**src/rtl/pipeline_ctrl_pkg.sv**
```systemverilog
// Shared constants for the pipeline stall/flush sequencer: FSM encoding and the
// opcode/ALU field values that define a mul/div instruction in D/X.
package pipeline_ctrl_pkg;

  typedef enum logic [0:0] {
    RUN     = 1'b0,
    MD_WAIT = 1'b1
  } md_state_e;

  localparam logic [4:0] OP_RTYPE = 5'b00000;
  localparam logic [4:0] OP_LW    = 5'b01000;
  localparam logic [4:0] OP_SW    = 5'b00111;

  localparam logic [4:0] ALU_MUL  = 5'b00110;
  localparam logic [4:0] ALU_DIV  = 5'b00111;

endpackage

```
**src/rtl/pipeline_ctrl_sat_counter.sv**
```systemverilog
// Up-counter that sticks at all-ones; used for the stall-cycle debug count.
module sat_counter #(
  parameter int W = 16
) (
  input  logic         clock,
  input  logic         reset_n,
  input  logic         en,
  output logic [W-1:0] count
);

  always_ff @(posedge clock or negedge reset_n) begin
    if (!reset_n) begin
      count <= '0;
    end else if (en && (count != {W{1'b1}})) begin
      count <= count + 1'b1;
    end
  end

endmodule

```
**src/rtl/pipeline_ctrl.sv**
```systemverilog
// Stall/flush sequencer: merges load-use, X redirect and mul/div handshake into
// pipeline write enables. Optional watchdog: define PIPELINE_CTRL_WATCHDOG_EN.
//
// state   | meaning
// RUN     | normal flow; redirect/load-use handled, mul/div in D/X issues md_start
// MD_WAIT | pipeline frozen until md_ready (or watchdog abort)
module pipeline_ctrl
  import pipeline_ctrl_pkg::*;
#(
  parameter int MD_TIMEOUT = 40,
  parameter int CNT_W      = 16
) (
  input  logic             clock,
  input  logic             reset_n,
  input  logic             load_use_hazard,
  input  logic             dx_is_md,
  input  logic             md_ready,
  input  logic             x_redirect,
  output logic             pc_we,
  output logic             fd_we,
  output logic             dx_we,
  output logic             fd_flush,
  output logic             dx_bubble,
  output logic             xm_bubble,
  output logic             md_start,
  output logic             md_busy,
  output logic             md_abort,
  output logic [CNT_W-1:0] stall_count
);

  logic [0:0] state;
  logic [0:0] state_nxt;
  logic       out_of_reset;
  logic       wd_expired;
  logic       stall_en;

  // Holds off md_start until the first clock edge after reset is released.
  always_ff @(posedge clock or negedge reset_n) begin
    if (!reset_n) begin
      out_of_reset <= 1'b0;
    end else begin
      out_of_reset <= 1'b1;
    end
  end

  always_ff @(posedge clock or negedge reset_n) begin
    if (!reset_n) begin
      state <= RUN;
    end else begin
      state <= state_nxt;
    end
  end

`ifdef PIPELINE_CTRL_WATCHDOG_EN
  localparam int WD_W = $clog2(MD_TIMEOUT + 1);

  logic [WD_W-1:0] wd_cnt;

  always_ff @(posedge clock or negedge reset_n) begin
    if (!reset_n) begin
      wd_cnt <= '0;
    end else if (state == RUN) begin
      wd_cnt <= '0;
    end else if (!md_ready && !wd_expired) begin
      wd_cnt <= wd_cnt + 1'b1;
    end
  end

  assign wd_expired = (state == MD_WAIT) && (wd_cnt == WD_W'(MD_TIMEOUT));
`else
  logic unused_wd_cfg;
  assign unused_wd_cfg = (MD_TIMEOUT > 0);
  assign wd_expired    = 1'b0;
`endif

  always_comb begin
    pc_we     = 1'b1;
    fd_we     = 1'b1;
    dx_we     = 1'b1;
    fd_flush  = 1'b0;
    dx_bubble = 1'b0;
    xm_bubble = 1'b0;
    md_start  = 1'b0;
    md_abort  = 1'b0;
    state_nxt = state;
    case (state)
      MD_WAIT: begin
        if (md_ready) begin
          state_nxt = RUN;
        end else if (wd_expired) begin
          // Pipeline released but the mul/div result is dropped.
          md_abort  = 1'b1;
          xm_bubble = 1'b1;
          state_nxt = RUN;
        end else begin
          pc_we     = 1'b0;
          fd_we     = 1'b0;
          dx_we     = 1'b0;
          xm_bubble = 1'b1;
        end
      end
      default: begin
        if (dx_is_md) begin
          pc_we     = 1'b0;
          fd_we     = 1'b0;
          dx_we     = 1'b0;
          xm_bubble = 1'b1;
          md_start  = out_of_reset;
          if (out_of_reset) begin
            state_nxt = MD_WAIT;
          end
        end else if (x_redirect) begin
          fd_flush  = 1'b1;
          dx_bubble = 1'b1;
        end else if (load_use_hazard) begin
          pc_we     = 1'b0;
          fd_we     = 1'b0;
          dx_bubble = 1'b1;
        end
      end
    endcase
  end

  assign md_busy  = (state == MD_WAIT);
  assign stall_en = ~pc_we;

  sat_counter #(
    .W (CNT_W)
  ) u_stall_cnt (
    .clock   (clock),
    .reset_n (reset_n),
    .en      (stall_en),
    .count   (stall_count)
  );

endmodule
```
**config.mk**
```make
export PLATFORM = sky130hd
export DESIGN_NAME = pipeline_ctrl
export DESIGN_NICKNAME = d
export VERILOG_FILES = /design/src/rtl/pipeline_ctrl_pkg.sv /design/src/rtl/pipeline_ctrl_sat_counter.sv /design/src/rtl/pipeline_ctrl.sv
export SDC_FILE = /design/constraint.sdc
export NUM_CORES = 1
export LEC_CHECK = 0
export BUFFER_PORTS_ARGS = -buffer_cell sky130_fd_sc_hd__buf_2
export CAP_MARGIN = 5
export CORE_MARGIN = 4
export CORE_UTILIZATION = 35
export CTS_BUF_LIST = sky130_fd_sc_hd__clkbuf_16
export DETAILED_ROUTE_END_ITERATION = 10
export GPL_TIMING_DRIVEN = 1
export PLACE_DENSITY_LB_ADDON = 0.15
export SLEW_MARGIN = 5
export SYNTH_ARGS = -nofsm -noshare
export SYNTH_HDL_FRONTEND = slang
export SYNTH_HIERARCHICAL = 1
export SYNTH_SLANG_ARGS = --single-unit
```
**constraint.sdc**
```tcl
create_clock -name clock -period 2.2 [get_ports clock]
set_input_delay 0.44 -clock clock [delete_from_list [all_inputs] [get_ports clock]]
set_output_delay 0.44 -clock clock [all_outputs]
set_load 0.02 [all_outputs]
```
* Word-level counts from Yosys, hierarchy flattened *
Index checks and enable logic that the tools add are counted.

cells by class
  reduce and logical (&&, ||, !) cells = 1
  bitwise logic cells = 1
  add/sub/neg operators = 1
  eq/ne operators = 1
  muxes and demuxes = 22

operators by type and width
  operator                                                          count
  1-bit 2-to-1 mux                                                  22
  16-bit by 1-bit adder with 16-bit output (second input constant)  1
  16-bit inequality test (second input constant)                    1
  1-bit logical AND                                                 1
  1-bit inverter                                                    1

storage, ports and cells
  input port bits = 6
  output and inout bits = 25
  register bits after elaboration = 18
  logic and storage cells = 29

* Depth between registers and ports, before layout *
  word-level depth = 6
  depth in mapped cells = 6
  gate-level depth less buffers = 6

* Cells and area by module *
The synthesis kept the hierarchy.

by module, submodules not included
  module         area an instance (µm²)  cells an instance  seq. area each (µm²)  instances
  sat_counter    859.6                   72                 400.4                 1
  pipeline_ctrl  152.6                   19                 50.0                  1

* Worst setup path after synthesis *
Ideal clock, no wire load.

  path type = flip-flop to flip-flop
  start = register state, in the netlist md_busy
  end = register u_stall_cnt.count[5]
  required time = 2081 ps
  path slack = 373 ps
  stages on the path, launching flop included = 7
  clock period less this slack = 1827 ps
  path buffers = 0
  setup time = 119 ps
  data arrival time = 1709 ps
  cell sequence = dfrtp_1 > nor2_2 > a22oi_1 > and3_1 > and4_2 > o211ai_1 > o21a_1

between the ends
  cells in the longest elaborated chain, start to end = 3

RTL lines
  what                      line                             text
  start: declaration        pipeline_ctrl.sv:31              logic [0:0] state;
  start signal: assignment  pipeline_ctrl.sv:50              state <= state_nxt;
  1-bit 2-to-1 mux          pipeline_ctrl.sv:86              case (state)
  1-bit inverter            pipeline_ctrl.sv:125             assign stall_en = ~pc_we;
  named net stall_en        pipeline_ctrl.sv:35              logic stall_en;
  1-bit logical AND         pipeline_ctrl_sat_counter.sv:14  end else if (en && (count != {W{1'b1}})) begin
  end signal: assignment    pipeline_ctrl_sat_counter.sv:15  count <= count + 1'b1;
  end: declaration          pipeline_ctrl_sat_counter.sv:8   output logic [W-1:0] count

The timed path passes the listed nets, and every way through them passes these cells.
A chain may end at the register's enable or synchronous reset.

* Worst setup path in the final report *
  start = register state, in the netlist md_busy
  end = register u_stall_cnt.count[7]

The elaborated chain is that of the path after synthesis.

==> PnR_summary.wiki <==
{| class="wikitable"
! Metric !! Value
|-
| Total Die Area || 3820 sq um
|-
| Clock tree sinks || 18
|-
| Post-route worst hold slack || 0.118 ns
|-
| Pre-CTS WS || 0.327 ns
|-
| Depth of the worst register-to-register path || 7
|-
| Pre-Repair DR Iteration Count || 4
|-
| Result of the run || finished clean
|-
| Clock transition at the registers of the reported paths || 0.05 ns
|-
| Setup TNS || 0 ns
|-
| Area added between synthesis and finish || 25.2%
|-
| Final hold viol count || 0
|-
| Layout filler cell count || 259
|-
| Tcrit/Tclk final || 81.3%
|-
| Final non-filler cell area || 1270 sq um
|-
| FF-to-FF Start || md_busy
|-
| Net switching power || 0.000453 W
|-
| Clock group share of total power || 29.6%
|-
| Maximum number of pins on one net before global-route repair || 19
|-
| Most common cell after layout, fill and taps aside || buf_2
|-
| Proportion of synthesized chip area in sequential cells || 44.5%
|-
| Endpoint required time on the critical path || 2.32 ns
|-
| Combinational share of power || 29.7%
|-
| Peak fanout along the critical path || 8
|-
| Hold buffer count at cts || 0
|-
| Die boundary width || 61.8 um
|-
| Starting density of the core || 36.7%
|-
| Area inside the core boundary || 2760 sq um
|-
| Synthesized cell area || 1010 sq um
|-
| Antenna Cells || 0
|-
| Internal Pwr Total || 0.000777 W
|-
| CTS tree || yes
|-
| Number of port buffers || 29
|-
| First-pass GRT wire length || 3480 um
|-
| Number of different library cells in the post-synthesis netlist || 35
|-
| Residual DRC count || 0
|-
| Syn avg cell area || 11.1 sq um
|-
| Sw Ratio || 36.8%
|-
| Site row count || 19
|-
| Tightest Hold Check Type || input port to async pin
|-
| Number of nets produced by synthesis || 98
|-
| Critical Path Sink Type || flop
|-
| Maximum clock insertion buffer count || 2
|-
| Clock latency of the later-clocked register in the worst-skew pair || 0.25 ns
|-
| Most frequent cells in the layout || 29 x buf_2, 18 x dfrtp_1, 8 x nand4_1, 7 x o21a_1
|-
| Number of synthesized register bits || 18
|-
| Seq pwr share || 40.8%
|-
| DP Area || 1190 sq um
|-
| Average via count per standard cell || 5.44
|-
| Final number of max-transition violations || 0
|-
| Cell leakage power || 0.611 nW
|-
| Global placement routability congestion || 0.737
|-
| Post-cts resize count || 0
|-
| Setup repair after global routing missed its margin || false
|-
| Vias in the first global route || 776
|-
| Initial antenna violation count || 0
|-
| Count of antenna-violating nets left after detailed routing || 0
|-
| Total track usage || 12.5%
|-
| Buffer cell driving the clock tree root || clkbuf_16
|-
| Critical path launch point type || flop
|-
| Worst IR drop on VDD || 783 uV
|-
| Max-cap violations || 0
|-
| Yosys warning count || 6
|-
| Number of buffers added by the clock tree synthesis step || 3
|-
| Time the final worst path needs with I/O delays and setup || 1.79 ns
|-
| Final Core Density || 46.0%
|-
| Endpoint arrival time on the critical path || 1.91 ns
|-
| Total grt overflow || 0
|-
| Final setup violation count || 0
|-
| Top-level port count || 31
|-
| Vias after detailed routing || 837
|-
| Worst setup margin || 0.411 ns
|-
| PD cells || 971 nW/um^2
|-
| Total length of routed wires || 2150 um
|-
| Largest clock skew in the final design || 0.00353 ns
|-
| Fraction of layout instances using a drive strength above 1 || 35.8%
|-
| Cells after synthesis || 91
|-
| Die boundary height || 61.8 um
|-
| Depth of the CTS H-tree || 1
|-
| Maximum operating frequency || 559 MHz
|-
| Detailed placer's ending HPWL || 1650 um
|-
| Slack of the worst reg-to-reg path || 0.41 ns
|-
| Net count reported at finish || 131
|-
| Post-CTS Setup Inserts || 0
|-
| Final routed wire length divided by cell count || 13.9 um
|-
| Number of design-rule violations left by the first detailed-router iteration || 18
|-
| Kind of critical path || flop to flop
|-
| Crit Reg-Reg Endpoint || u_stall_cnt/count[7]
|}
-- kinds of logic (layout without fill, tap and decap cells) --
| logic type | count (synthesis) | in the layout | synth area share, % |
|---|---|---|---|
| buffers and inverters | 4 | 36 | 2.22 |
| other | 2 | 2 | 0.742 |
| flip-flops | 18 | 18 | 44.5 |
| AO/OA/AOI/OAI | 20 | 20 | 14.8 |
| AND/OR/NAND/NOR | 38 | 38 | 29.3 |
| adder cells (fa/ha/maj) | 1 | 1 | 1.24 |
| multiplexers | 1 | 1 | 1.11 |
| XOR/XNOR | 7 | 7 | 6.06 |
-- critical path, cell delays in order (launching register included) --
cell	delay, ns
dfrtp_1	0.46
nor2_2	0.19
a22oi_1	0.08
buf_4	0.17
and3_1	0.24
and4_2	0.28
a31oi_1	0.18
a31oi_1	0.06
-- cell usage after synthesis (all sizes together) --
cell type,count,area [sq um]
xnor2,5,43.8
and3,2,12.5
nand4,10,83.8
nor4,2,42.5
nor2,4,20.0
nand3,6,42.5
o31ai,1,21.3
nor3,1,10.0
buf,2,15.0
and4b,1,10.0
nand2,5,18.8
a32oi,1,8.76
a22o,1,8.76
nand3b,1,7.51
inv,2,7.51
a21oi,3,15.0
and2,1,6.26
o21a,7,52.6
conb,2,7.51
and4,3,30.0
nand2b,2,12.5
o21ai,2,10.0
o211ai,1,7.51
a22oi,1,7.51
mux2,1,11.3
ha,1,12.5
dfrtp,18,450
a31oi,3,18.8
xor2,2,17.5
-- routing by layer --
| metal | global-route usage (%) | vias up | wire (um) |
|---|---|---|---|
| li1 | - | 407 | - |
| met1 | 14.8 | 401 | 943 |
| met2 | 21.8 | 27 | 1030 |
| met3 | 3.72 | 2 | 161 |
| met4 | 3.64 | 0 | 10 |
| met5 | 0 | - | 0 |
-- worst max path at each step --
stage / end / slack (ns) / cells after the start / start
final: u_stall_cnt/count[7] / 0.41 / 7 / md_busy
after global routing: u_stall_cnt/count[7] / 0.30 / 7 / md_busy
after CTS: u_stall_cnt/count[7] / 0.40 / 7 / md_busy
after detailed placement: u_stall_cnt/count[7] / 0.33 / 8 / x_redirect
after global placement: u_stall_cnt/count[7] / 0.32 / 8 / x_redirect
after floorplan: u_stall_cnt/count[5] / 0.37 / 6 / md_busy
-- state kept, by name, indices dropped and copies added, names as in the netlist --
name / flops
out_of_reset: 1
u_stall_cnt/count: 16
md_busy: 1
-- metrics by stage --
step	cells	total power [W]
2_1_floorplan	91	0.000744
3_3_place_gp	150	0.000874
3_5_place_dp	150	0.000877
4_1_cts	154	0.00125
5_1_grt	154	0.00131
6_report	154	0.00123
-- layout make-up --
cell class                      instances  area [sq um]  area share [%]
Clock buffer                            3          75.1            5.92
Clock inverter                          1          3.75           0.296
Inverter                                2          7.51           0.592
Multi-Input combinational cell         69           539            42.5
Sequential cell                        18           450            35.5
Tap cell                               31          38.8            3.06
Timing Repair Buffer                   30           153            12.0
-- power by group through the flow --
| stage | combinational [W] | clock (W) | sequential (W) |
|---|---|---|---|
| global route | 0.000404 | 0.000391 | 0.000517 |
| floorplan | 0.000175 | 0 | 0.000569 |
| detailed placement | 0.000369 | 0 | 0.000508 |
| finish | 0.000365 | 0.000364 | 0.000501 |
| global placement | 0.000369 | 0 | 0.000505 |
| CTS | 0.000371 | 0.000377 | 0.000503 |
Note: power is estimated with default switching activity, not from simulation.
